`src/rtl/player_motion.sv`:
```
// Player kinematics: per-tick walk/jump/gravity integration with per-side collision response.
// Define PLAYER_WRAP_X_EN for horizontal wrap-around; otherwise x saturates at the screen edges.
module player_motion #(
    parameter int POS_W      = 10,
    parameter int VEL_W      = 6,
    parameter int X_INIT     = 200,
    parameter int Y_INIT     = 300,
    parameter int X_MIN      = 0,
    parameter int X_MAX      = 623,
    parameter int Y_MAX      = 463,
    parameter int WALK_SPEED = 2,
    parameter int JUMP_SPEED = 12,
    parameter int GRAVITY    = 1,
    parameter int MAX_SPEED  = 20
) (
    input  logic               sim_clk,
    input  logic               rst_n,
    input  logic               tick,
    input  logic               move_left,
    input  logic               move_right,
    input  logic               jump,
    input  logic [3:0]         player_col,
    output logic [2*POS_W-1:0] player_pos,
    output logic [VEL_W-1:0]   x_vel,
    output logic [VEL_W-1:0]   y_vel,
    output logic               grounded
);

    typedef enum logic {stGround, stAir} stateT;

    localparam int PW = POS_W + 2;

    localparam logic signed [VEL_W:0] MAXV  = (VEL_W+1)'(MAX_SPEED);
    localparam logic signed [VEL_W:0] WALKV = (VEL_W+1)'(WALK_SPEED);
    localparam logic signed [VEL_W:0] JUMPV = (VEL_W+1)'(JUMP_SPEED);
    localparam logic signed [VEL_W:0] GRAVV = (VEL_W+1)'(GRAVITY);

    localparam logic signed [PW-1:0] XMINS = PW'(X_MIN);
    localparam logic signed [PW-1:0] XMAXS = PW'(X_MAX);
    localparam logic signed [PW-1:0] YMAXS = PW'(Y_MAX);
    localparam logic signed [PW-1:0] ONES  = PW'(1);
`ifdef PLAYER_WRAP_X_EN
    localparam logic signed [PW-1:0] XSPAN = PW'(X_MAX - X_MIN + 1);
`endif

    stateT              state, stateNext;
    logic [POS_W-1:0]   xPos, yPos, xPosNext, yPosNext;
    logic [VEL_W-1:0]   xVel, yVel, xVelNext, yVelNext;

    logic signed [VEL_W:0]  xvCand, yvCand;
    logic signed [PW-1:0]   xAdj, xSum, ySum;
    logic                   yHold;

    function automatic logic [VEL_W-1:0] satVel(input logic signed [VEL_W:0] v);
        if (v > MAXV)
            return MAXV[VEL_W-1:0];
        else if (v < -MAXV)
            return VEL_W'(-MAXV);
        else
            return v[VEL_W-1:0];
    endfunction

    function automatic logic signed [PW-1:0] velExt(input logic [VEL_W-1:0] v);
        return {{(PW-VEL_W){v[VEL_W-1]}}, v};
    endfunction

    function automatic logic signed [PW-1:0] posExt(input logic [POS_W-1:0] p);
        return {2'b00, p};
    endfunction

    always_ff @(posedge sim_clk or negedge rst_n) begin
        if (!rst_n) begin
            state <= stAir;
            xPos  <= POS_W'(X_INIT);
            yPos  <= POS_W'(Y_INIT);
            xVel  <= '0;
            yVel  <= '0;
        end else if (tick) begin
            state <= stateNext;
            xPos  <= xPosNext;
            yPos  <= yPosNext;
            xVel  <= xVelNext;
            yVel  <= yVelNext;
        end
    end

    always_comb begin
        stateNext = state;
        xPosNext  = xPos;
        yPosNext  = yPos;
        xVelNext  = xVel;
        yVelNext  = yVel;
        xvCand    = '0;
        yvCand    = '0;
        xAdj      = '0;
        xSum      = '0;
        ySum      = '0;
        yHold     = 1'b0;

        if (player_col == 4'b1111) begin
            // Fully enclosed: kill motion, keep position and state.
            xVelNext = '0;
            yVelNext = '0;
        end else begin
            if (move_right && !move_left)
                xvCand = WALKV;
            else if (move_left && !move_right)
                xvCand = -WALKV;

            xVelNext = satVel(xvCand);
            if (xvCand > 0 && player_col[0]) begin
                xVelNext = '0;
                xAdj     = -ONES;
            end else if (xvCand < 0 && player_col[1]) begin
                xVelNext = '0;
                xAdj     = ONES;
            end

            xSum = posExt(xPos) + velExt(xVelNext) + xAdj;
`ifdef PLAYER_WRAP_X_EN
            if (xSum > XMAXS)
                xPosNext = POS_W'(xSum - XSPAN);
            else if (xSum < XMINS)
                xPosNext = POS_W'(xSum + XSPAN);
            else
                xPosNext = xSum[POS_W-1:0];
`else
            if (xSum > XMAXS) begin
                xPosNext = POS_W'(X_MAX);
                xVelNext = '0;
            end else if (xSum < XMINS) begin
                xPosNext = POS_W'(X_MIN);
                xVelNext = '0;
            end else begin
                xPosNext = xSum[POS_W-1:0];
            end
`endif

            case (state)
                stGround: begin
                    if (jump && !player_col[3]) begin
                        yvCand    = -JUMPV;
                        stateNext = stAir;
                    end else if (!player_col[2]) begin
                        yvCand    = GRAVV;
                        stateNext = stAir;
                    end
                end
                default: begin
                    if (player_col[2] && !yVel[VEL_W-1]) begin
                        stateNext = stGround;
                        yHold     = 1'b1;
                    end else if (!(player_col[3] && yVel[VEL_W-1])) begin
                        yvCand = $signed({yVel[VEL_W-1], yVel}) + GRAVV;
                    end
                end
            endcase

            yVelNext = satVel(yvCand);
            // Landing freezes y for the tick so the sprite does not sink into the floor.
            ySum = yHold ? posExt(yPos) : posExt(yPos) + velExt(yVelNext);
            if (ySum < 0) begin
                yPosNext = '0;
                yVelNext = '0;
            end else if (ySum > YMAXS) begin
                yPosNext = POS_W'(Y_MAX);
                yVelNext = '0;
            end else begin
                yPosNext = ySum[POS_W-1:0];
            end
        end
    end

    assign player_pos = {xPos, yPos};
    assign x_vel      = xVel;
    assign y_vel      = yVel;
    assign grounded   = (state == stGround);

endmodule
```
`config.mk`:
```
export PLATFORM = sky130hd
export DESIGN_NAME = player_motion
export DESIGN_NICKNAME = d
export VERILOG_FILES = /design/src/rtl/player_motion.sv
export SDC_FILE = /design/constraint.sdc
export NUM_CORES = 1
export LEC_CHECK = 0
export ABC_AREA = 0
export ABC_CLOCK_PERIOD_IN_PS = 10200
export BUFFER_PORTS_ARGS = -buffer_cell sky130_fd_sc_hd__buf_2
export CAP_MARGIN = 20
export CORE_MARGIN = 2
export CORE_UTILIZATION = 50
export DETAILED_ROUTE_END_ITERATION = 7
export GPL_TIMING_DRIVEN = 0
export PLACE_DENSITY = 0.67
export SLEW_MARGIN = 5
export SYNTH_ARGS = -nofsm -noshare
export SYNTH_HDL_FRONTEND = slang
export SYNTH_SLANG_ARGS = --single-unit
```
`constraint.sdc`:
```
create_clock -name sim_clk -period 10.2 [get_ports sim_clk]
set_input_delay 1.02 -clock sim_clk [delete_from_list [all_inputs] [get_ports sim_clk]]
set_output_delay 1.02 -clock sim_clk [all_outputs]
set_load 0.005 [all_outputs]
```
**After elaboration in Yosys (flattened, before gate mapping)**

Cells that the tools add are included.
W data, S select, Z words.

- Bits in registers: 33
- Output and inout bits: 33
- Logic and storage cells: 72

- Add/sub/neg operators: 4
- Magnitude comparators: 10
- Equality and inequality tests: 1
- Mux-type cells: 38
- Bitwise logic cells: 2
- Reduce and logical (&&, ||, !) cells: 12

Operator list:

| cell | number |
|---|---|
| $mux W6 | 14 |
| $mux W7 | 8 |
| $mux W10 | 4 |
| $mux W12 | 3 |
| $add A11 B6 Y12 | 2 |
| $lt A12 B1 Y1 const B | 2 |
| $gt A7 B6 Y1 const B | 2 |
| $lt A7 B6 Y1 const B | 2 |
| $add A12 B12 Y12 | 1 |
| $gt A12 B10 Y1 const B | 1 |
| $gt A12 B11 Y1 const B | 1 |
| $mux W1 | 9 |
| $add A6 B2 Y7 const B | 1 |
| $gt A7 B1 Y1 const B | 1 |
| $logic_and A1 B1 Y1 | 7 |
| $lt A7 B1 Y1 const B | 1 |
| $eq A4 B4 Y1 const B | 1 |
| $logic_not A1 Y1 | 4 |
| $not A1 Y1 | 2 |
| $reduce_and A2 Y1 | 1 |

**Longest topological paths before layout**

- Depth in word-level cells: 17
- Depth in mapped cells: 19

**Worst setup path before layout**

No wires, ideal clock.

- Path kind: input-to-reg
- Start: input player_col[2]
- End: register yPos[4]
- Library setup time: 122 ps
- Arrival time: 4,814 ps
- Path slack: 5,265 ps
- Stages on the path: 17
- Buffers on the path: 1
- Cell sequence: buf_2 -> mux2i_4 -> a32oi_1 -> a311oi_4 -> nor3_1 -> nor3b_1 -> ha_1 -> a21o_1 -> a21o_1 -> a31oi_1 -> nor2_1 -> mux2_4 -> a2111o_1 -> a31oi_2 -> a2bb2oi_4 -> nor3_2 -> a32o_1

- Cells in the longest elaborated chain, start to end: 13
- Elaborated cells on any way between the ends: 23
- Classes of those cells: add/sub: 1; order compare: 4; eq/ne: 1; mux: 14; bitwise: 1; reduce/logical: 2

Ends and longest elaborated chain:

| item | line | text |
|---|---|---|
| start, declared | 22 | `input logic [3:0] player_col,` |
| $mux W1 or $logic_and A1 B1 Y1 (tied branches) | 144, 150 |  |
| $mux W7, on equally long branches | 141, 150 |  |
| $mux W7 | 139 | `case (state)` |
| $mux W7 | 100 | `if (player_col == 4'b1111) begin` |
| $lt A7 B6 Y1 | 57 | `else if (v < -MAXV)` |
| $mux W6 | 57 |  |
| $mux W6 | 55 | `if (v > MAXV)` |
| $mux W6 | 100 |  |
| $add A11 B6 Y12 | 161 | `ySum = yHold ? posExt(yPos) : posExt(yPos) + velExt(yVelNext);` |
| $mux W12 | 161 |  |
| $gt A12 B10 Y1 | 165 | `end else if (ySum > YMAXS) begin` |
| $mux W10 | 165 |  |
| $mux W10 | 162 | `if (ySum < 0) begin` |
| end signal, assigned | 75 | `yPos <= POS_W'(Y_INIT);` |
| end signal, assigned | 81 | `yPos <= yPosNext;` |
| end, declared | 47 | `logic [POS_W-1:0] xPos, yPos, xPosNext, yPosNext;` |

Several ways; a longest one is shown, not always the timed one. The select of a mux whose other input is x is not followed.
A chain may end at the register's enable or synchronous reset.

**Worst setup path in the final report**

- Start: input player_col[0]
- End: register xVel[1], in the netlist x_vel[1]

- Cells in the longest elaborated chain, start to end: 9
- Elaborated cells on any way between the ends: 13
- Classes of those cells: add/sub: 2; order compare: 2; eq/ne: 1; mux: 7; reduce/logical: 1

Ends and longest elaborated chain:

| item | line | text |
|---|---|---|
| $logic_and A1 B1 Y1 | 111 | `if (xvCand > 0 && player_col[0]) begin` |
| $mux W6 | 111 |  |
| $mux W6 | 100 |  |
| $add A11 B6 Y12 | 119 | `xSum = posExt(xPos) + velExt(xVelNext) + xAdj;` |
| $add A12 B12 Y12 | 119 |  |
| $lt A12 B1 Y1 | 131 | `end else if (xSum < XMINS) begin` |
| $mux W6 | 131 |  |
| $mux W6 | 128 | `if (xSum > XMAXS) begin` |
| $mux W6 * | 100 |  |
| end signal, assigned | 82 | `xVel <= xVelNext;` |
| end, declared | 48 | `logic [VEL_W-1:0] xVel, yVel, xVelNext, yVelNext;` |

Mark *: on every way between the ends. The rest lies on a longest branch, timed or not. The select of a mux whose other input is x is not followed.

==> impl_metrics.json <==
{
  "status": "finished, final reports clean",
  "clock_sinks": 29,
  "num_vias": 2761,
  "syn_to_final_growth_pct": 13.9,
  "slew_viol_final": 0,
  "diodes": 0,
  "finalNetCount": 429,
  "cts_tree": "built",
  "worstReg2RegStart": "y_vel[0]$_DFFE_PN0P_",
  "dpl.hpwl_um": 5740,
  "ioPinCount": 43,
  "drt_iter0_markers": 135,
  "path_class": "in2reg",
  "r2r_cells": 18,
  "hold_viol": 0,
  "regArea_sq_um": 736,
  "gp_congestion": 0.889,
  "h-tree-depth": 2,
  "r2r-end": "yPos[4]$_DFFE_PN0P_",
  "maxCapViolations": 0,
  "synth_ff_type": "dfrtp_1",
  "synthesis.area_sq_mm": 0.00299,
  "postSynthCellCount": 338,
  "row_count": 28,
  "grt_pass1_wl_um": 12500,
  "worst_slack_ps": 4660,
  "yosysUniqueCellTypes": 63,
  "place_area_sq_mm": 0.00329,
  "io_buffers": 40,
  "ys_warn_count": 0,
  "path_clk_slew_ps": 70,
  "cp_data_required_time_ps": 10370,
  "tns_ps": 0,
  "cts_max_path_buffers": 2,
  "synth_area_leader_cell": "dfrtp_1",
  "holdBufCountCts": 0,
  "grt_max_degree": 30,
  "yosysSeqAreaShare": 0.246,
  "fin_crit_sh": 0.543,
  "fin_crit_ps": 5540,
  "synth.area.top_cells": "dfrtp_1 18%, ha_1 13%, dfstp_2 7.0%",
  "startpoint": "player_col[0]",
  "cp-end-kind": "flip-flop",
  "clock_skew_ps": 5.69,
  "grt_util_all_layers": 0.242,
  "min_from": "yPos[2]$_DFFE_PN1P_",
  "vdd_drop_max_mv": 0.161,
  "cp_max_fo": 10,
  "power_density_mw_per_mm2": 219,
  "viasPerCell": 5.99,
  "insertion_delay_ps": 290,
  "r2r_setup_slack_ps": 4860,
  "design_area_sq_mm": 0.00341,
  "start_util": 0.512,
  "syn_nets": 382,
  "synth.top_cell.area_share": 0.176,
  "die_area_sq_mm": 0.00662,
  "slew_headroom": 0.436,
  "drc": 0,
  "multiInputGateArea_sq_mm": 0.00212,
  "setup_viol": 0,
  "path_cells": "buf_2 -> nand2_1 -> nor2_1 -> clkbuf_1 -> fa_1 -> ha_1 -> fa_1 -> a21o_1 -> a21oi_1 -> o21bai_1 -> a21oi_1 -> o21bai_1 -> a21oi_1 -> xnor2_1 -> o31a_1 -> nor2_1 -> a32o_1",
  "setup.worst_path.end": "x_vel[1]$_DFFE_PN0P_",
  "drt-wirelength-per-cell_um": 16.3,
  "clockRootBuffer": "clkbuf_8",
  "hp-class": "reg2reg",
  "avgSynthCellArea_sq_um": 8.86,
  "core_sq_mm": 0.00585,
  "synthArstFlopShare": 1.00,
  "crit_path_max_incr_delay_ps": 650,
  "cp.arrival_ps": 5710,
  "wl_um": 7510,
  "postCtsSetupBuffers": 0,
  "post_cts_resized": 0,
  "antenna_found_initial": 0,
  "synth-seq-cells": 29,
  "hold_ws_ps": 498,
  "fp.dieW_um": 81.4,
  "start_kind": "input port",
  "drtAntennaViolNets": 0,
  "grt_pass1_vias": 2525,
  "fmax_mhz": 181,
  "rsz0062_at_grt": "no",
  "power_leakage_nw": 1.76,
  "worst_path_most_repeated_cell": "a21oi_1",
  "worstMarginPinSlew_ps": 842,
  "die_y_um": 81.4,
  "dp_slack_ps": 4410,
  "drive_above_1_share": 0.205,
  "slowest_stage": "clkbuf_1",
  "fill_cells": 550,
  "grt-ovfl-total": 0,
  "dr.pass1.iters": 4,
  "synth-edff-count": 0,
  "cts-buffers-inserted": 5
}
[power by group]
group / switching, mW / internal, mW / total [mW]
clock network: 0.0465 / 0.0796 / 0.126
logic: 0.234 / 0.181 / 0.415
registers: 0.0442 / 0.161 / 0.206
total: 0.325 / 0.422 / 0.747
[synthesized netlist by cell type (all sizes together) (10+ instances only)]
master and n:
nor2 23, buf 10, xnor2 13, a21o 17, ha 31, dfrtp 21
inv 16, nor3 17, a21oi 13, o21ai 16, nand2 28, xor2 14
[worst min path at each step]
| stage | slack, ps | endpoint | cells past startpoint |
|---|---|---|---|
| after global routing | 520 | xPos[3]$_DFFE_PN1P_ | 2 |
| after floorplan | 460 | yPos[2]$_DFFE_PN1P_ | 2 |
| final | 500 | yPos[2]$_DFFE_PN1P_ | 2 |
| after global placement | 490 | xPos[6]$_DFFE_PN1P_ | 2 |
| after detailed placement | 480 | yPos[2]$_DFFE_PN1P_ | 2 |
| after CTS | 500 | yPos[2]$_DFFE_PN1P_ | 2 |
[state kept, by name (all words and copies together), names as in the netlist]
register / flops
state: 1
xPos: 10
x_vel: 2
yPos: 10
y_vel: 6
[cells by family after synthesis]
| family | count (synthesis) | synth area share |
|---|---|---|
| adders and majority gates | 35 | 0.153 |
| xor gates and xnor gates | 27 | 0.0790 |
| DFF | 29 | 0.246 |
| and+or+nand+nor | 105 | 0.176 |
| buffers and inverters | 31 | 0.0472 |
| AOI/OAI and AO/OA | 105 | 0.275 |
| other | 1 | 0.00125 |
| muxes | 5 | 0.0226 |
[cell usage in the layout (no fill, tap or decap), types with 3 or more instances in the layout]
cell type,netlist,layout
o21a_1,7,7
a22o_1,8,8
nand2_1,28,28
dfstp_2,8,8
and3_1,4,4
buf_4,5,5
or3_1,3,3
nor3_1,16,16
fa_1,3,3
mux2i_1,3,3
buf_2,5,45
nor4_1,3,3
o21bai_1,4,4
nand3_1,4,4
a21oi_1,13,13
nor2_1,23,23
a211oi_1,6,6
nor3b_1,5,4
o21ai_0,13,13
o21ai_1,3,3
xor2_1,14,14
xnor2_1,13,13
clkbuf_8,0,6
a32o_1,5,5
a21o_1,17,17
dfrtp_1,21,21
a31oi_1,6,6
nand2b_1,3,3
clkbuf_1,5,6
nand4_1,3,3
and2_1,3,3
inv_1,16,16
ha_1,31,31
[per-stage QoR]
stage | std cells | utilization | power (mW)
floorplan | 338 | - | 0.502
global placement | 453 | 0.562 | 0.609
detailed placement | 453 | 0.563 | 0.620
CTS | 461 | 0.583 | 0.748
global route | 461 | 0.583 | 0.817
finish | 461 | 0.583 | 0.747
[layer usage]
| layer | routed length [um] | part of all wire | up-vias | track usage |
|---|---|---|---|---|
| met5 | 0 | 0 | - | 0 |
| met2 | 3370 | 0.45 | 96 | 0.374 |
| met3 | 406 | 0.054 | 9 | 0.0300 |
| met4 | 79 | 0.011 | 0 | 0.0458 |
| li1 | - | - | 1358 | - |
| met1 | 3650 | 0.49 | 1298 | 0.364 |
[worst max-delay path: cells and delay by family]
| family | cells | cell delay, ps |
|---|---|---|
| buf+inv | 2 | 760 |
| simple gates | 3 | 770 |
| fa+ha+maj | 3 | 1190 |
| compound gates | 8 | 1760 |
| xor+xnor | 1 | 190 |
[area by class of cell]
class | instances | area share
multi-input cells | 278 | 0.622
flip-flops and latches | 29 | 0.216
repair buffers | 40 | 0.0587
well taps | 75 | 0.0275
clock buffers | 7 | 0.0253
plain buffers | 15 | 0.0239
inverters | 16 | 0.0176
clock inverters | 1 | 0.00881
(Power assumes the default switching activity.)
